### src/rtl/mem_pkg.sv
// Shared encodings for the burst initiator and the memory controller:
// command types on cmd_type and the initiator FSM states.
package mem_pkg;

  typedef enum logic [1:0] {
    CMD_IDLE    = 2'b00,
    CMD_READ    = 2'b01,
    CMD_WRITE   = 2'b10,
    CMD_REFRESH = 2'b11
  } cmd_e;

  typedef enum logic [2:0] {
    ST_IDLE  = 3'd0,
    ST_CMD   = 3'd1,
    ST_WDATA = 3'd2,
    ST_RDATA = 3'd3,
    ST_RESP  = 3'd4,
    ST_REF   = 3'd5
  } state_e;

endpackage

### src/rtl/mem_refresh_timer.sv
// Free-running refresh interval timer with a single (non-queueing) pending flag.
module mem_refresh_timer #(
  parameter int REFRESH_INTERVAL = 64
) (
  input  logic clk,
  input  logic rst_n,
  input  logic refresh_ack,
  output logic refresh_pending
);

  localparam int TW = (REFRESH_INTERVAL > 1) ? $clog2(REFRESH_INTERVAL) : 1;

  logic [TW-1:0] timer_q, timer_d;
  logic          pend_q, pend_d;
  logic          wrap;

  // A wrap that lands while a refresh is still owed is simply dropped.
  always_comb begin
    wrap    = (timer_q == TW'(REFRESH_INTERVAL - 1));
    timer_d = wrap ? '0 : timer_q + 1'b1;
    pend_d  = refresh_ack ? 1'b0 : (pend_q | wrap);
  end

  always_ff @(posedge clk or negedge rst_n) begin
    if (!rst_n) begin
      timer_q <= '0;
      pend_q  <= 1'b0;
    end else begin
      timer_q <= timer_d;
      pend_q  <= pend_d;
    end
  end

  assign refresh_pending = pend_q;

endmodule

### src/rtl/mem_burst_initiator.sv
// Burst initiator: turns one user request into a command plus BURST_LENGTH data
// beats, and interleaves periodic refreshes. Watchdog enabled by MEM_INITIATOR_TIMEOUT_EN.
module mem_burst_initiator
  import mem_pkg::*;
#(
  parameter int ADDR_WIDTH       = 8,
  parameter int DATA_WIDTH       = 32,
  parameter int BURST_LENGTH     = 4,
  parameter int REFRESH_INTERVAL = 64,
  parameter int TIMEOUT_CYCLES   = 32
) (
  input  logic                             clk,
  input  logic                             rst_n,
  input  logic                             req_valid,
  input  logic                             req_write,
  input  logic [ADDR_WIDTH-1:0]            req_addr,
  input  logic [BURST_LENGTH*DATA_WIDTH-1:0] req_wdata,
  output logic                             req_ready,
  output logic                             rsp_valid,
  output logic                             rsp_write,
  output logic [BURST_LENGTH*DATA_WIDTH-1:0] rsp_rdata,
  output logic                             rsp_err,
  input  logic                             rsp_ready,
  output logic                             cmd_valid,
  output logic [1:0]                       cmd_type,
  output logic [ADDR_WIDTH-1:0]            cmd_addr,
  input  logic                             cmd_ready,
  output logic                             write_valid,
  output logic [DATA_WIDTH-1:0]            write_data,
  input  logic                             write_ready,
  input  logic                             read_valid,
  input  logic [DATA_WIDTH-1:0]            read_data,
  output logic                             read_ready,
  output logic                             busy,
  output logic [7:0]                       refresh_count
);

  localparam int BW = $clog2(BURST_LENGTH);
  localparam int PW = BURST_LENGTH * DATA_WIDTH;

  state_e                  state_q, state_d;
  logic [ADDR_WIDTH-1:0]   addr_q, addr_d;
  logic                    write_q, write_d;
  logic [PW-1:0]           wdata_q, wdata_d;
  logic [PW-1:0]           rdata_q, rdata_d;
  logic [BW-1:0]           beat_q, beat_d;
  logic [7:0]              rcnt_q, rcnt_d;
  logic                    cmd_valid_q, write_valid_q, read_ready_q, rsp_valid_q;
  logic                    refresh_pending, refresh_ack, timeout;

  mem_refresh_timer #(.REFRESH_INTERVAL(REFRESH_INTERVAL)) u_refresh (
    .clk             (clk),
    .rst_n           (rst_n),
    .refresh_ack     (refresh_ack),
    .refresh_pending (refresh_pending)
  );

`ifdef MEM_INITIATOR_TIMEOUT_EN
  localparam int WW = $clog2(TIMEOUT_CYCLES) + 1;
  logic [WW-1:0] wait_q, wait_d;
  logic          err_q, err_d;
  logic          hs;

  assign timeout = (wait_q == WW'(TIMEOUT_CYCLES - 1));

  // Counts cycles without progress; any handshake or state move restarts it.
  always_comb begin
    hs = (cmd_valid_q && cmd_ready) || (write_valid_q && write_ready) ||
         (read_ready_q && read_valid) || (rsp_valid_q && rsp_ready) ||
         (req_valid && req_ready);
    wait_d = (hs || (state_d != state_q)) ? '0 : wait_q + 1'b1;
  end
`else
  assign timeout = 1'b0;
`endif

  always_comb begin
    state_d     = state_q;
    addr_d      = addr_q;
    write_d     = write_q;
    wdata_d     = wdata_q;
    rdata_d     = rdata_q;
    beat_d      = beat_q;
    rcnt_d      = rcnt_q;
    refresh_ack = 1'b0;
`ifdef MEM_INITIATOR_TIMEOUT_EN
    err_d       = err_q;
`endif
    case (state_q)
      ST_IDLE: begin
        if (refresh_pending) begin
          state_d = ST_REF;
        end else if (req_valid) begin
          addr_d  = req_addr;
          write_d = req_write;
          wdata_d = req_wdata;
          beat_d  = '0;
          state_d = ST_CMD;
`ifdef MEM_INITIATOR_TIMEOUT_EN
          err_d   = 1'b0;
`endif
        end
      end
      ST_CMD: begin
        if (cmd_valid_q && cmd_ready) begin
          state_d = write_q ? ST_WDATA : ST_RDATA;
        end else if (timeout) begin
          state_d = ST_RESP;
`ifdef MEM_INITIATOR_TIMEOUT_EN
          err_d   = 1'b1;
`endif
        end
      end
      ST_WDATA: begin
        if (write_valid_q && write_ready) begin
          beat_d = beat_q + 1'b1;
          if (beat_q == BW'(BURST_LENGTH - 1)) state_d = ST_RESP;
        end else if (timeout) begin
          state_d = ST_RESP;
`ifdef MEM_INITIATOR_TIMEOUT_EN
          err_d   = 1'b1;
`endif
        end
      end
      ST_RDATA: begin
        if (read_ready_q && read_valid) begin
          rdata_d[beat_q*DATA_WIDTH +: DATA_WIDTH] = read_data;
          beat_d = beat_q + 1'b1;
          if (beat_q == BW'(BURST_LENGTH - 1)) state_d = ST_RESP;
        end else if (timeout) begin
          state_d = ST_RESP;
`ifdef MEM_INITIATOR_TIMEOUT_EN
          err_d   = 1'b1;
`endif
        end
      end
      ST_RESP: begin
        if (rsp_valid_q && rsp_ready) state_d = ST_IDLE;
      end
      ST_REF: begin
        if (cmd_valid_q && cmd_ready) begin
          refresh_ack = 1'b1;
          rcnt_d      = rcnt_q + 1'b1;
          state_d     = ST_IDLE;
        end else if (timeout) begin
          // Give up for now; the refresh stays owed and is retried from IDLE.
          state_d = ST_IDLE;
        end
      end
      default: state_d = ST_IDLE;
    endcase
  end

  always_ff @(posedge clk or negedge rst_n) begin
    if (!rst_n) begin
      state_q       <= ST_IDLE;
      addr_q        <= '0;
      write_q       <= 1'b0;
      wdata_q       <= '0;
      rdata_q       <= '0;
      beat_q        <= '0;
      rcnt_q        <= '0;
      cmd_valid_q   <= 1'b0;
      write_valid_q <= 1'b0;
      read_ready_q  <= 1'b0;
      rsp_valid_q   <= 1'b0;
`ifdef MEM_INITIATOR_TIMEOUT_EN
      wait_q        <= '0;
      err_q         <= 1'b0;
`endif
    end else begin
      state_q       <= state_d;
      addr_q        <= addr_d;
      write_q       <= write_d;
      wdata_q       <= wdata_d;
      rdata_q       <= rdata_d;
      beat_q        <= beat_d;
      rcnt_q        <= rcnt_d;
      cmd_valid_q   <= (state_d == ST_CMD) || (state_d == ST_REF);
      write_valid_q <= (state_d == ST_WDATA);
      read_ready_q  <= (state_d == ST_RDATA);
      rsp_valid_q   <= (state_d == ST_RESP);
`ifdef MEM_INITIATOR_TIMEOUT_EN
      wait_q        <= wait_d;
      err_q         <= err_d;
`endif
    end
  end

  always_comb begin
    cmd_type = CMD_IDLE;
    cmd_addr = '0;
    if (state_q == ST_CMD) begin
      cmd_type = write_q ? CMD_WRITE : CMD_READ;
      cmd_addr = addr_q;
    end else if (state_q == ST_REF) begin
      cmd_type = CMD_REFRESH;
    end
  end

  assign req_ready     = (state_q == ST_IDLE) && !refresh_pending;
  assign busy          = (state_q != ST_IDLE);
  assign cmd_valid     = cmd_valid_q;
  assign write_valid   = write_valid_q;
  assign write_data    = wdata_q[beat_q*DATA_WIDTH +: DATA_WIDTH];
  assign read_ready    = read_ready_q;
  assign rsp_valid     = rsp_valid_q;
  assign rsp_write     = write_q;
  assign rsp_rdata     = rdata_q;
  assign refresh_count = rcnt_q;
`ifdef MEM_INITIATOR_TIMEOUT_EN
  assign rsp_err       = err_q;
`else
  assign rsp_err       = 1'b0;
`endif

endmodule

### config.mk
export PLATFORM = sky130hd
export DESIGN_NAME = mem_burst_initiator
export DESIGN_NICKNAME = d
export VERILOG_FILES = /design/src/rtl/mem_pkg.sv /design/src/rtl/mem_refresh_timer.sv /design/src/rtl/mem_burst_initiator.sv
export SDC_FILE = /design/constraint.sdc
export NUM_CORES = 1
export LEC_CHECK = 0
export BUFFER_PORTS_ARGS = -buffer_cell sky130_fd_sc_hd__buf_2
export CORE_UTILIZATION = 35
export CTS_BUF_LIST = sky130_fd_sc_hd__clkbuf_4 sky130_fd_sc_hd__clkbuf_8
export DETAILED_ROUTE_END_ITERATION = 8
export MAX_ROUTING_LAYER = met4
export PLACE_DENSITY = 0.65
export SYNTH_ARGS = -nofsm -noshare
export SYNTH_HDL_FRONTEND = slang
export SYNTH_SLANG_ARGS = --single-unit
### constraint.sdc
create_clock -name clk -period 3.35 [get_ports clk]
set_input_delay 0.335 -clock clk [delete_from_list [all_inputs] [get_ports clk]]
set_output_delay 0.335 -clock clk [all_outputs]
set_load 0.01 [all_outputs]
* Yosys cells after proc, flatten, opt, wreduce, memory -nomap -nowiden
Cells that the tools add are included.
Storage, ports and cells: output and inout port bits 186, logic and storage cells 76, register bits 289, input bits 176
Cells by class: reductions and logical operators 14, multiplexer cells 24, add/subtract/negate cells 4, equality and inequality tests 16, bitwise gates (word level) 2, shift operators 3
Operator list (number):
- bitwise mux 128 bit | 1
- variable shift 32 x 34 -> 128 bit (first input constant) | 1
- indexed part select 128 x 8 -> 32 bit | 1
- indexed part select 32 x 34 -> 128 bit | 1
- negator 7 -> 34 bit | 1
- two-way mux 3 bit | 8
- case mux 3 bit (6 select lines) | 1
- two-way mux 2 bit | 7
- equality test 3 x 2 -> 1 bit (second input constant) | 4
- equality test 3 bit (second input constant) | 4
- adder 8 x 1 -> 8 bit (second input constant) | 1
- two-way mux 8 bit | 1
- != test 2 bit (second input constant) | 4
- adder 6 x 1 -> 6 bit (second input constant) | 1
- equality test 3 x 1 -> 1 bit (second input constant) | 2
- equality test 6 bit (second input constant) | 1
- two-way mux 6 bit | 1
- case mux 2 bit (3 select lines) | 1
- nonzero test 3 bit | 2
- logical AND 1 bit | 5
- AND reduction 5 bit | 1
- two-way mux 1 bit | 4
- AND reduction 2 bit | 2
- zero test 3 bit | 1
- 7 further kinds | 7

* Logic depth before layout (Yosys ltp)
Gate-level depths: netlist of the first run.
depth in word-level cells 6, gate-level depth with buffers 9, gate-level depth less buffers 5

* Cells and area by module
From an unflattened synthesis of the first run, not the netlist that was laid out.
Second synthesis, totals: cells, all modules 1008, area total of the unflattened synthesis 12758.5 um2
Modules (own cells, without submodules):
- mem_burst_initiator | times used 1, cells each 986, area an instance 12473.2 um2
- mem_refresh_timer | times used 1, cells each 22, area an instance 285.3 um2

* Worst setup path before layout of the first run
OpenSTA, ideal clock, no wires.
path type reg-to-reg, from register beat_q[1], to register rdata_q[34] (netlist: rsp_rdata[34]), clock period less this slack 2.282 ns, setup slack 1.068 ns, data required time 3.271 ns, arrival 2.202 ns, cell stages (with the launch flop) 10, cells stage by stage dfrtp_1 -> clkbuf_1 -> clkbuf_1 -> inv_1 -> ha_1 -> and3b_1 -> clkbuf_1 -> clkbuf_1 -> nand2_1 -> mux2i_1
Between the ends: longest elaborated chain between the ends 3
RTL lines:
- start, declared | RTL line mem_burst_initiator.sv:46 | logic [BW-1:0] beat_q, beat_d;
- start signal, assigned | RTL line mem_burst_initiator.sv:177 | beat_q <= beat_d;
- negator 7 -> 34 bit (*) | RTL line mem_burst_initiator.sv:127 | rdata_d[beat_q*DATA_WIDTH +: DATA_WIDTH] = read_data;
- indexed part select 32 x 34 -> 128 bit or variable shift 32 x 34 -> 128 bit (tied branches) | RTL line mem_burst_initiator.sv:127
- bitwise mux 128 bit (*) | RTL line mem_burst_initiator.sv:127
- end signal, assigned | RTL line mem_burst_initiator.sv:176 | rdata_q <= rdata_d;
- end, declared | RTL line mem_burst_initiator.sv:45 | logic [PW-1:0] rdata_q, rdata_d;
Every way passes the cells marked *; elsewhere a longest branch is shown, timed or not. A chain may end at the register's enable or synchronous reset.

* Worst setup path in the final report of the first run
from register beat_q[0], to output port write_data[11]
Between the ends: longest elaborated chain between the ends 1
RTL lines:
- indexed part select 128 x 8 -> 32 bit | RTL line mem_burst_initiator.sv:205 | assign write_data = wdata_q[beat_q*DATA_WIDTH +: DATA_WIDTH];
- end, declared | RTL line mem_burst_initiator.sv:29 | output logic [DATA_WIDTH-1:0] write_data,
Every way passes these cells.

==> metrics, run 1 <==
drt first-iter violations=roughly 270; detailed placement HPWL=about 24 mm; met1 GRT Util=a little under a quarter; CTS buffer count=50; antenna viol nets, final=0; P_leak=roughly 9.9 nW; M2 GR Usage=between 30 and 40%; Critical Path RT=3.01 ns; Clk pin slew, worst setup/hold paths=around 0.06 ns; Ports=362; run status=complete, no violations; Post-route DRC=0; largest net degree at the start of global routing=roughly 110; mean routed wirelength per cell=17.9 um; Cells after Synth=a little over 1000; first-pass GRT wire length=58.0 mm; Layout fillers=3303; GRT overflow=0; Top Usage Layer GRT=met2; dpl cell area=approximately 16000 um^2; antenna violations before repair=1; sequential cell area=7230 um^2; count of input and output buffers=between 300 and 400; yosys warns=0; Async SR Flop Fraction=100%; Synth Flop Type=dfrtp_1; Arr. time, crit path=around 2.4 ns; multi-input logic area=approximately 5300 um^2; RSZ-0062 raised after global routing=false; element type at the critical path end=output pin; Finish-stage setup viols=0; Starting Density=around 36%; via count=9613; GRT met3 Usage=under 10%; peak supply drop=roughly 0.51 mV; Final Max Slew Viols=0; setup TNS=0 ns; clk buf depth=3; core area=approximately 38000 um^2; Synth-to-Final Area Change=38.6%; Hold WS=slightly below 0.06 ns; Post-Syn Area per Cell=13.3 um^2; Hold Crit Class=in -> reg; Total Routed Length=37.7 mm; final hold vios=0; Final Skew=0.0154 ns; max_slew headroom=about two fifths; max cap viols=0; worst skew pair latency=roughly 0.6 ns; EDFF count, synth=0; Clock H-tree levels=2; #FFs+latches synth=289; maximum clock frequency=roughly 370 MHz; clock root buffer=clkbuf_8; Mapped Nets=between 1000 and 1500; Die Ht=between 150 and 200 um; worst-margin pin slew=about 0.9 ns; Mapped Area=~13000 um^2; area of the die=between 30000 and 40000 um^2; PostCTS Resize Cnt=0; min Tclk post-route=2.73 ns; CTS tree=yes; Seq/Total Area, Yosys=about 54%; vias in the first global route=10400; gr usage total=about 20%; crit path kind=reg -> out; CP Launch Type=flop; row count=71; final period utilization=between 80% and 90%; nets=between 1500 and 2000; Clock Sinks=approximately 290; Power Dens Cells=between 800 and 900 nW/um^2; RePlAce Congestion=around 0.81; library cells used by synthesis=48; Via density=between 4 and 5; drt pass-1 iters=4; fin area=18600 um^2; worst-path fanout max=39; Die Width=between 150 and 200 um; layout cells sized above 1=between 40% and 50%
[cells in the mapped netlist (all sizes together) (7+ instances only)]
master / number / area share (%)
mux2i: 130 / 9.7
inv: 132 / 3.7
nand2: 140 / 3.9
buf: 37 / 2.4
dfrtp: 289 / 54
nand3: 10 / 0.37
xor2: 9 / 0.59
mux4: 32 / 5.4
clkbuf: 17 / 0.48
mux2: 138 / 15
nor2: 7 / 0.20
and2: 9 / 0.42
ha: 8 / 0.75
[stage by stage]
stage	std cells	total power [mW]	worst slack, ns	utilization [%]
floorplan	1006	9.60	1.07	-
global placement	1844	11.6	1.13	41.8
detailed placement	1844	11.7	1.08	41.8
CTS	2106	15.7	0.505	49.4
global route	2107	16.5	0.425	49.4
finish	2108	15.6	0.617	49.4
[layer usage]
metal  vias up  share of wire, %
met5         -                 0
met4         0               2.8
met3        63               7.2
met2       366                49
met1      4746                41
li1       4438                 -
[final cells by class]
cell class / instances / share of cell area, %
clock buffer: 81 / 5.52
tap: 511 / 3.44
antenna: 2 / 0.0269
clock inverter: 12 / 0.740
sequential: 289 / 38.9
inverter: 132 / 2.66
timing repair buffer: 550 / 20.1
multi-input combinational: 531 / 28.6
[logic make-up (layout without fill, tap and decap cells)]
kind of cell / Yosys count / count (layout) / synth area share [%]
AOI/OAI and AO/OA: 15 / 15 / 0.821
muxes: 300 / 300 / 30.3
xor gates and xnor gates: 10 / 10 / 0.653
DFF: 289 / 289 / 53.9
adders and majority gates: 8 / 8 / 0.746
buffers and inverters: 186 / 775 / 6.55
and+or+nand+nor: 197 / 197 / 7.03
other: 1 / 3 / 0.0279
[state kept, by name (all words and copies together) (netlist names)]
register	flops
addr_q	8
beat_q	2
cmd_valid	1
read_ready	1
refresh_count	8
rsp_rdata	128
rsp_valid	1
rsp_write	1
state_q	3
u_refresh.refresh_pending	1
u_refresh.timer_q	6
wdata_q	128
write_valid	1
[worst max-delay path: stages, from the launching register on]
cell and delay [ns]:
dfrtp_2 0.35, buf_4 0.62, mux4_2 0.63, buf_2 0.17
[placed cells by master, fill, tap and decap left out, drive strengths merged, types with 9 or more instances in the layout]
cell type      n
clkbuf        81
nand2        140
mux2i        130
xor2           9
dfrtp        289
and2           9
mux4          32
buf          381
dlygate4sd3  169
mux2         138
inv          132
nand3         10
[power breakdown]
| group | switching (mW) | leakage (nW) | total (mW) | internal (mW) |
|---|---|---|---|---|
| sequential | 0.957 | 3.20 | 5.90 | 4.94 |
| combinational | 2.76 | 6.07 | 6.04 | 3.28 |
| clock | 1.48 | 0.620 | 3.65 | 2.17 |
| total | 5.20 | 9.88 | 15.6 | 10.4 |
[path summary, 6_finish.rpt]
check / slack [ns] / endpoint / cells past startpoint / startpoint
max: 0.62 / write_data[11] / 3 / beat_q[0]
min: 0.06 / rsp_rdata[53] / 3 / read_data[21]
max reg2reg: 1.01 / wdata_q[47] / 5 / state_q[0]
min reg2reg: 0.46 / refresh_count[7] / 1 / refresh_count[7]
max in group asynchronous: 1.96 / wdata_q[14] / 3 / rst_n
min in group asynchronous: 0.41 / rsp_rdata[54] / 2 / rst_n
[timing repair]
action / in CTS / in global routing
endpoints found under the setup margin: 0 / 0
endpoints found under the hold margin: 362 / 0
buffers inserted: 0 / 0
hold buffers: 169 / 0
Note: power is estimated with default switching activity, not from simulation.
==> run 2, diff against run 1 <==
--- a/config.mk
+++ b/config.mk
@@ -10,7 +10,7 @@
 export CTS_BUF_LIST = sky130_fd_sc_hd__clkbuf_4 sky130_fd_sc_hd__clkbuf_8
 export DETAILED_ROUTE_END_ITERATION = 8
 export MAX_ROUTING_LAYER = met4
-export PLACE_DENSITY = 0.65
+export PLACE_DENSITY = 0.67
 export SYNTH_ARGS = -nofsm -noshare
 export SYNTH_HDL_FRONTEND = slang
 export SYNTH_SLANG_ARGS = --single-unit
==> constraint.sdc (replaced) <==
create_clock -name clk -period 2.4 [get_ports clk]
set_input_delay 0.24 -clock clk [delete_from_list [all_inputs] [get_ports clk]]
set_output_delay 0.24 -clock clk [all_outputs]
set_load 0.01 [all_outputs]
==> run 2 against run 1 <==
  * Global-route usage up 0.54 points
  * Sequential share of layout area down 0.57 points
  * Final area up 1.5%
  * Setup slack worse by 0.55 ns
  * Combinational power up 45%
  * Sequential power up 38%
  * Register-to-register slack worse by 0.69 ns
  * Clock skew up 0.0013 ns
  * First-iteration DRC count up 28%
  * Via count up 2.0%
  * Clock power up 38%
  * Worst hold slack better by 0.024 ns
  * Critical path type unchanged
  * Largest cell class unchanged
  * Highest routed layer unchanged
==> metrics, run 2 (synthesis gave the netlist of run 1 again) <==
CP Launch Type=flop; Clock Sinks=289 (unchanged); max cap viols=0 (unchanged); total power=21.9 mW (+41%); Total Routed Length=38.7 mm (+2.7%); drt pass-1 iters=5 (+1); final period utilization=about 100%; core area=37700 um^2 (unchanged); antenna violations before repair=2 (+1); worst-margin pin slew=0.645 ns (-0.281 ns); CTS buffer count=51 (+2.0%); via count=9803 (+2.0%); area of the die=39100 um^2 (unchanged); RR Endpoint=rsp_rdata[68]; worst r2r src=beat_q[0]; Hold Crit Class=in -> reg; commonest non-fill, non-tap cell in the layout=buf_2; vias in the first global route=10600 (+1.5%); mean routed wirelength per cell=18.1 um (+1.6%); Finish-stage setup viols=0 (unchanged); worst slack, placed=0.411 ns (-0.670 ns); P_leak=10.0 nW (+1.2%); detailed placement HPWL=23.8 mm (+0.71%); Post-route DRC=0 (unchanged); Via density=4.60 (+0.88%); Worst Setup SP=beat_q[1]; GRT overflow=0 (unchanged); Arr. time, crit path=2.09 ns (-0.31 ns); fin util=50.1% (+0.75 points); drt first-iter violations=342 (+28%); Critical Path RT=2.16 ns (-0.85 ns); row count=71 (unchanged); R2R Setup Slk=0.32 ns (-0.69 ns); setup ws final=0.0672 ns (-0.549 ns); commonest cells after routing, fill and taps aside=355 x buf_2, 285 x dfrtp_1, 175 x dlygate4sd3_1; RSZ-0062 raised after global routing=true; setup TNS=0 ns (unchanged); peak supply drop=0.647 mV (+27%); count of input and output buffers=360 (unchanged); Final Skew=0.0167 ns (+0.00132 ns); largest net degree at the start of global routing=59 (-46%); antenna viol nets, final=0 (unchanged); worst skew pair latency=0.61 ns (about the same); element type at the critical path end=output pin; clock root buffer=clkbuf_8; layout cells sized above 1=41.8% (+0.59 points); Synth-to-Final Area Change=40.7%; max_slew headroom=57.0% (+19 points); Power Dens Cells=1160 nW/um^2 (+39%); Clk pin slew, worst setup/hold paths=0.06 ns (about the same); gr usage total=20.5% (+0.54 points); maximum clock frequency=429 MHz; final hold vios=0 (unchanged); RePlAce Congestion=0.807 (-0.49%); run status=complete, no violations; worst-path fanout max=33 (-15%); clk buf depth=3 (unchanged); Die Width=198 um (unchanged); nets=1761 (+1.3%); CTS tree=yes; Clock H-tree levels=2 (unchanged); Starting Density=35.6% (unchanged); first-pass GRT wire length=59.6 mm (+2.7%); Worst Reg-to-Reg Cells=7 (+2); Die Ht=198 um (unchanged); Hold WS=0.0829 ns (+0.0239 ns); crit path kind=reg -> out; CP endpoint=write_data[22]; Ports=362 (unchanged); Final Max Slew Viols=0 (unchanged); min Tclk post-route=approximately 2.3 ns
## run 2: cell types whose count changed in the layout (fill, tap and decap cells not counted), sizes merged
cell         change
clkbuf           +1
clkinvlp         +2
buf             +16
dlygate4sd3      +6
bufinv           -2
## run 2: layout make-up
| cell class | instances | area (um^2) |
|---|---|---|
| antenna | 2 | 5.00 |
| clock buffer | 82 | 1050 |
| clock inverter | 12 | 96.3 |
| fill | 3197 | 18800 |
| inverter | 132 | 495 |
| multi-input combinational | 531 | 5330 |
| sequential | 289 | 7240 |
| tap | 511 | 639 |
| timing repair buffer | 572 | 4040 |
## run 2: worst min path at each step
| stage | cells past startpoint | end | start |
|---|---|---|---|
| floorplan | 0 | addr_q[0] | rst_n |
| global placement | 1 | addr_q[2] | rst_n |
| detailed placement | 1 | addr_q[2] | rst_n |
| CTS | 4 | state_q[0] | cmd_ready |
| global route | 4 | state_q[0] | cmd_ready |
| finish | 4 | state_q[0] | cmd_ready |
## run 2: critical path, cell delays in order, from the launching register on
cell and delay [ns]:
dfrtp_2 0.38, buf_4 0.45, mux4_2 0.44, buf_6 0.15
## run 2: what timing repair did
item,4_1_cts,5_1_grt
gates cloned,1,0
resized for setup,3,4
endpoints found under the hold margin,362,0
setup buffers,2,3
setup endpoints to repair,40,13
hold buffers,175,0
## run 2: where the power goes
| group | internal [mW] | switching [mW] |
|---|---|---|
| sequential | 6.90 | 1.28 |
| clock | 2.88 | 2.14 |
| combinational | 4.81 | 3.95 |
## run 2: stage by stage
| stage | instances | instance area (um^2) |
|---|---|---|
| detailed placement | 1854 | 15900 |
| CTS | 2126 | 18800 |
| floorplan | 1006 | 13400 |
| global route | 2131 | 18900 |
| global placement | 1854 | 15900 |
| finish | 2131 | 18900 |
## run 2: per-layer routing
metal / track usage [%] / part of all wire [%] / vias up
met5: - / 0 / -
met3: 5.26 / 7.9 / 82
met2: 32.3 / 47 / 438
met4: 8.56 / 3.0 / 0
li1: - / - / 4484
met1: 24.8 / 42 / 4799
==> run 3, diff against run 2 <==
--- a/config.mk
+++ b/config.mk
@@ -8,9 +8,11 @@
 export BUFFER_PORTS_ARGS = -buffer_cell sky130_fd_sc_hd__buf_2
 export CORE_UTILIZATION = 35
 export CTS_BUF_LIST = sky130_fd_sc_hd__clkbuf_4 sky130_fd_sc_hd__clkbuf_8
+export CTS_CLUSTER_DIAMETER = 200
 export DETAILED_ROUTE_END_ITERATION = 8
 export MAX_ROUTING_LAYER = met4
-export PLACE_DENSITY = 0.67
+export PLACE_DENSITY = 0.65
+export SKIP_CTS_REPAIR_TIMING = 1
 export SYNTH_ARGS = -nofsm -noshare
 export SYNTH_HDL_FRONTEND = slang
 export SYNTH_SLANG_ARGS = --single-unit
==> constraint.sdc (replaced) <==
create_clock -name clk -period 2.3 [get_ports clk]
set_input_delay 0.23 -clock clk [delete_from_list [all_inputs] [get_ports clk]]
set_output_delay 0.23 -clock clk [all_outputs]
set_load 0.01 [all_outputs]
==> run 3 against run 2 <==
  * Combinational power increased by 4.6%
  * Sequential share of layout area grew 0.22 points
  * Worst hold slack lost 0.049 ns
  * Clock skew is 0.012 ns higher
  * Final cell count fell by 0.47%
  * First-iteration DRC count rose by 13%
  * Via count is 0.67% lower
  * Critical path depth did not move
  * Largest power group unchanged
  * Register-to-register slack lost 0.02 ns
==> metrics, run 3 (synthesis gave the netlist of run 1 again) <==
maximum clock frequency=439 MHz; core area=37700 um^2 (unchanged); detailed placement HPWL=24.8 mm (+4.2%); row count=71 (unchanged); Finish-stage setup viols=0 (unchanged); area of the die=39100 um^2 (unchanged); clock root buffer=clkbuf_8; Clock H-tree levels=2 (unchanged); multi-input logic area=5340 um^2 (+0.19%); crit path kind=reg -> out; CTS tree=yes; run status=complete, no violations; Clk pin slew, worst setup/hold paths=0.07 ns (about the same); worst skew pair latency=0.60 ns (about the same); Die Width=198 um (unchanged); Power Dens Cells=1210 nW/um^2 (+3.8%); mean routed wirelength per cell=18.2 um (+0.35%); NetSw=7.67 mW (+4.1%); Clock Sinks=289 (unchanged); antenna viol nets, final=0 (unchanged); RePlAce Congestion=0.799 (-0.98%); Die Ht=198 um (unchanged); final hold vios=0 (unchanged); worst-path fanout max=16 (-52%); element type at the critical path end=output pin; commonest cells after routing, fill and taps aside=352 x buf_2, 286 x dfrtp_1, 173 x dlygate4sd3_1; Crit path buffers/inverters=2 (unchanged); max_slew headroom=56.6% (-0.43 points); Via density=4.59 (-0.20%); Hold WS=0.0344 ns (-0.0485 ns); largest net degree at the start of global routing=76 (+29%); worst-margin pin slew=0.651 ns (+0.00651 ns); vias in the first global route=9638 (-8.8%); CP Launch Type=flop; Post-route DRC=0 (unchanged); Switching Share=33.8% (+0.29 points); fin area=18800 um^2 (-0.59%); Total Routed Length=38.6 mm (-0.12%); CP top delay family=multiplexers; Seq pwr share=37.8% (+0.6 points); first-pass GRT wire length=53.9 mm (-9.6%); count of input and output buffers=360 (unchanged); RSZ-0062 raised after global routing=true; Hold Crit Class=in -> reg; Arr. time, crit path=2.05 ns (-0.04 ns); final period utilization=99.0%; max cap viols=0 (unchanged); gr usage total=18.5% (-1.9 points); Synth-to-Final Area Change=39.9%; peak supply drop=0.798 mV (+23%); commonest non-fill, non-tap cell in the layout=buf_2; clk buf depth=3 (unchanged); min Tclk post-route=2.28 ns; total placed cells including tap cells=1856 (+0.11%); sequential cell area=7240 um^2 (about the same); Critical Path RT=2.07 ns (-0.09 ns); crit-path max cell delay=0.59 ns (+0.14 ns); fin cells=2121 (-0.47%); antenna violations before repair=4 (+2); crit-path cells=buf_12 > mux4_2 > buf_6; drt pass-1 iters=6 (+1); GRT overflow=0 (unchanged); Clk pwr share=21.8% (-1.1 points); Layout fillers=3276 (+2.5%); CTS buffer count=50 (-2.0%); Ports=362 (unchanged); Comb pwr share=40.5% (+0.6 points); nets=1755 (-0.34%); Final Skew=0.0285 ns (+0.0118 ns); layout cells sized above 1=41.7% (-0.12 points); dpl cell area=15900 um^2 (about the same); drt first-iter violations=387 (+13%); Starting Density=35.6% (unchanged); Final Max Slew Viols=0 (unchanged); P_leak=9.94 nW (-0.62%); Int Power=15.0 mW (+2.8%); via count=9737 (-0.67%); Critical Path Slowest Stage Cell=mux4_2
run 3: worst paths after layout:
path / cells past startpoint / end / startpoint / slack (ns)
max reg2reg: 5 / wdata_q[74] / state_q[1] / 0.30
min in group asynchronous: 2 / rsp_rdata[59] / rst_n / 0.21
min reg2reg: 1 / refresh_count[7] / refresh_count[7] / 0.46
min: 4 / state_q[1] / read_valid / 0.03
max in group asynchronous: 3 / wdata_q[52] / rst_n / 1.25
max: 3 / write_data[15] / beat_q[0] / 0.02
run 3: per-layer routing:
metal  global-route usage, %  up-vias  part of all wire (%)  wire, um
met5                       -        -                     0         0
met2                    30.2      371                    50     19200
met1                    21.7     4846                    42     16100
met4                    5.68        0                   1.8       688
met3                    6.15       45                   6.6      2550
li1                        -     4475                     -         -
run 3: area by class of cell:
type                            count  area share, %
Clock buffer                       77           5.11
Clock inverter                     10          0.460
Tap cell                          511           3.41
Multi-Input combinational cell    531           28.4
Timing Repair Buffer              567           21.4
Sequential cell                   289           38.5
Antenna cell                        4         0.0533
Inverter                          132           2.64
run 3: metrics by stage:
step	TNS (ns)	util (%)	power [mW]	setup WS (ns)
3_5_place_dp	0	42.2	17.2	0.329
5_1_grt	-0.600	49.8	23.9	-0.0622
4_1_cts	-2.65	45.0	22.2	-0.140
2_1_floorplan	0	-	14.0	0.0185
6_report	0	49.8	22.7	0.0220
3_3_place_gp	0	42.2	16.9	0.388
run 3: worst register-to-register path: cells and delay by family (launching register included):
kind                   cells  cell delay, ns
DFF                        1            0.59
muxes                      1            0.39
and+or+nand+nor            2            0.19
buffers and inverters      2            0.71
run 3: power groups by stage:
stage               combinational [mW]  sequential, mW  clock (mW)
floorplan                         5.45            8.54           0
global placement                  8.50            8.43           0
detailed placement                8.67            8.50           0
CTS                               8.68            8.47        5.07
global route                      9.85            8.79        5.29
finish                            9.16            8.56        4.93
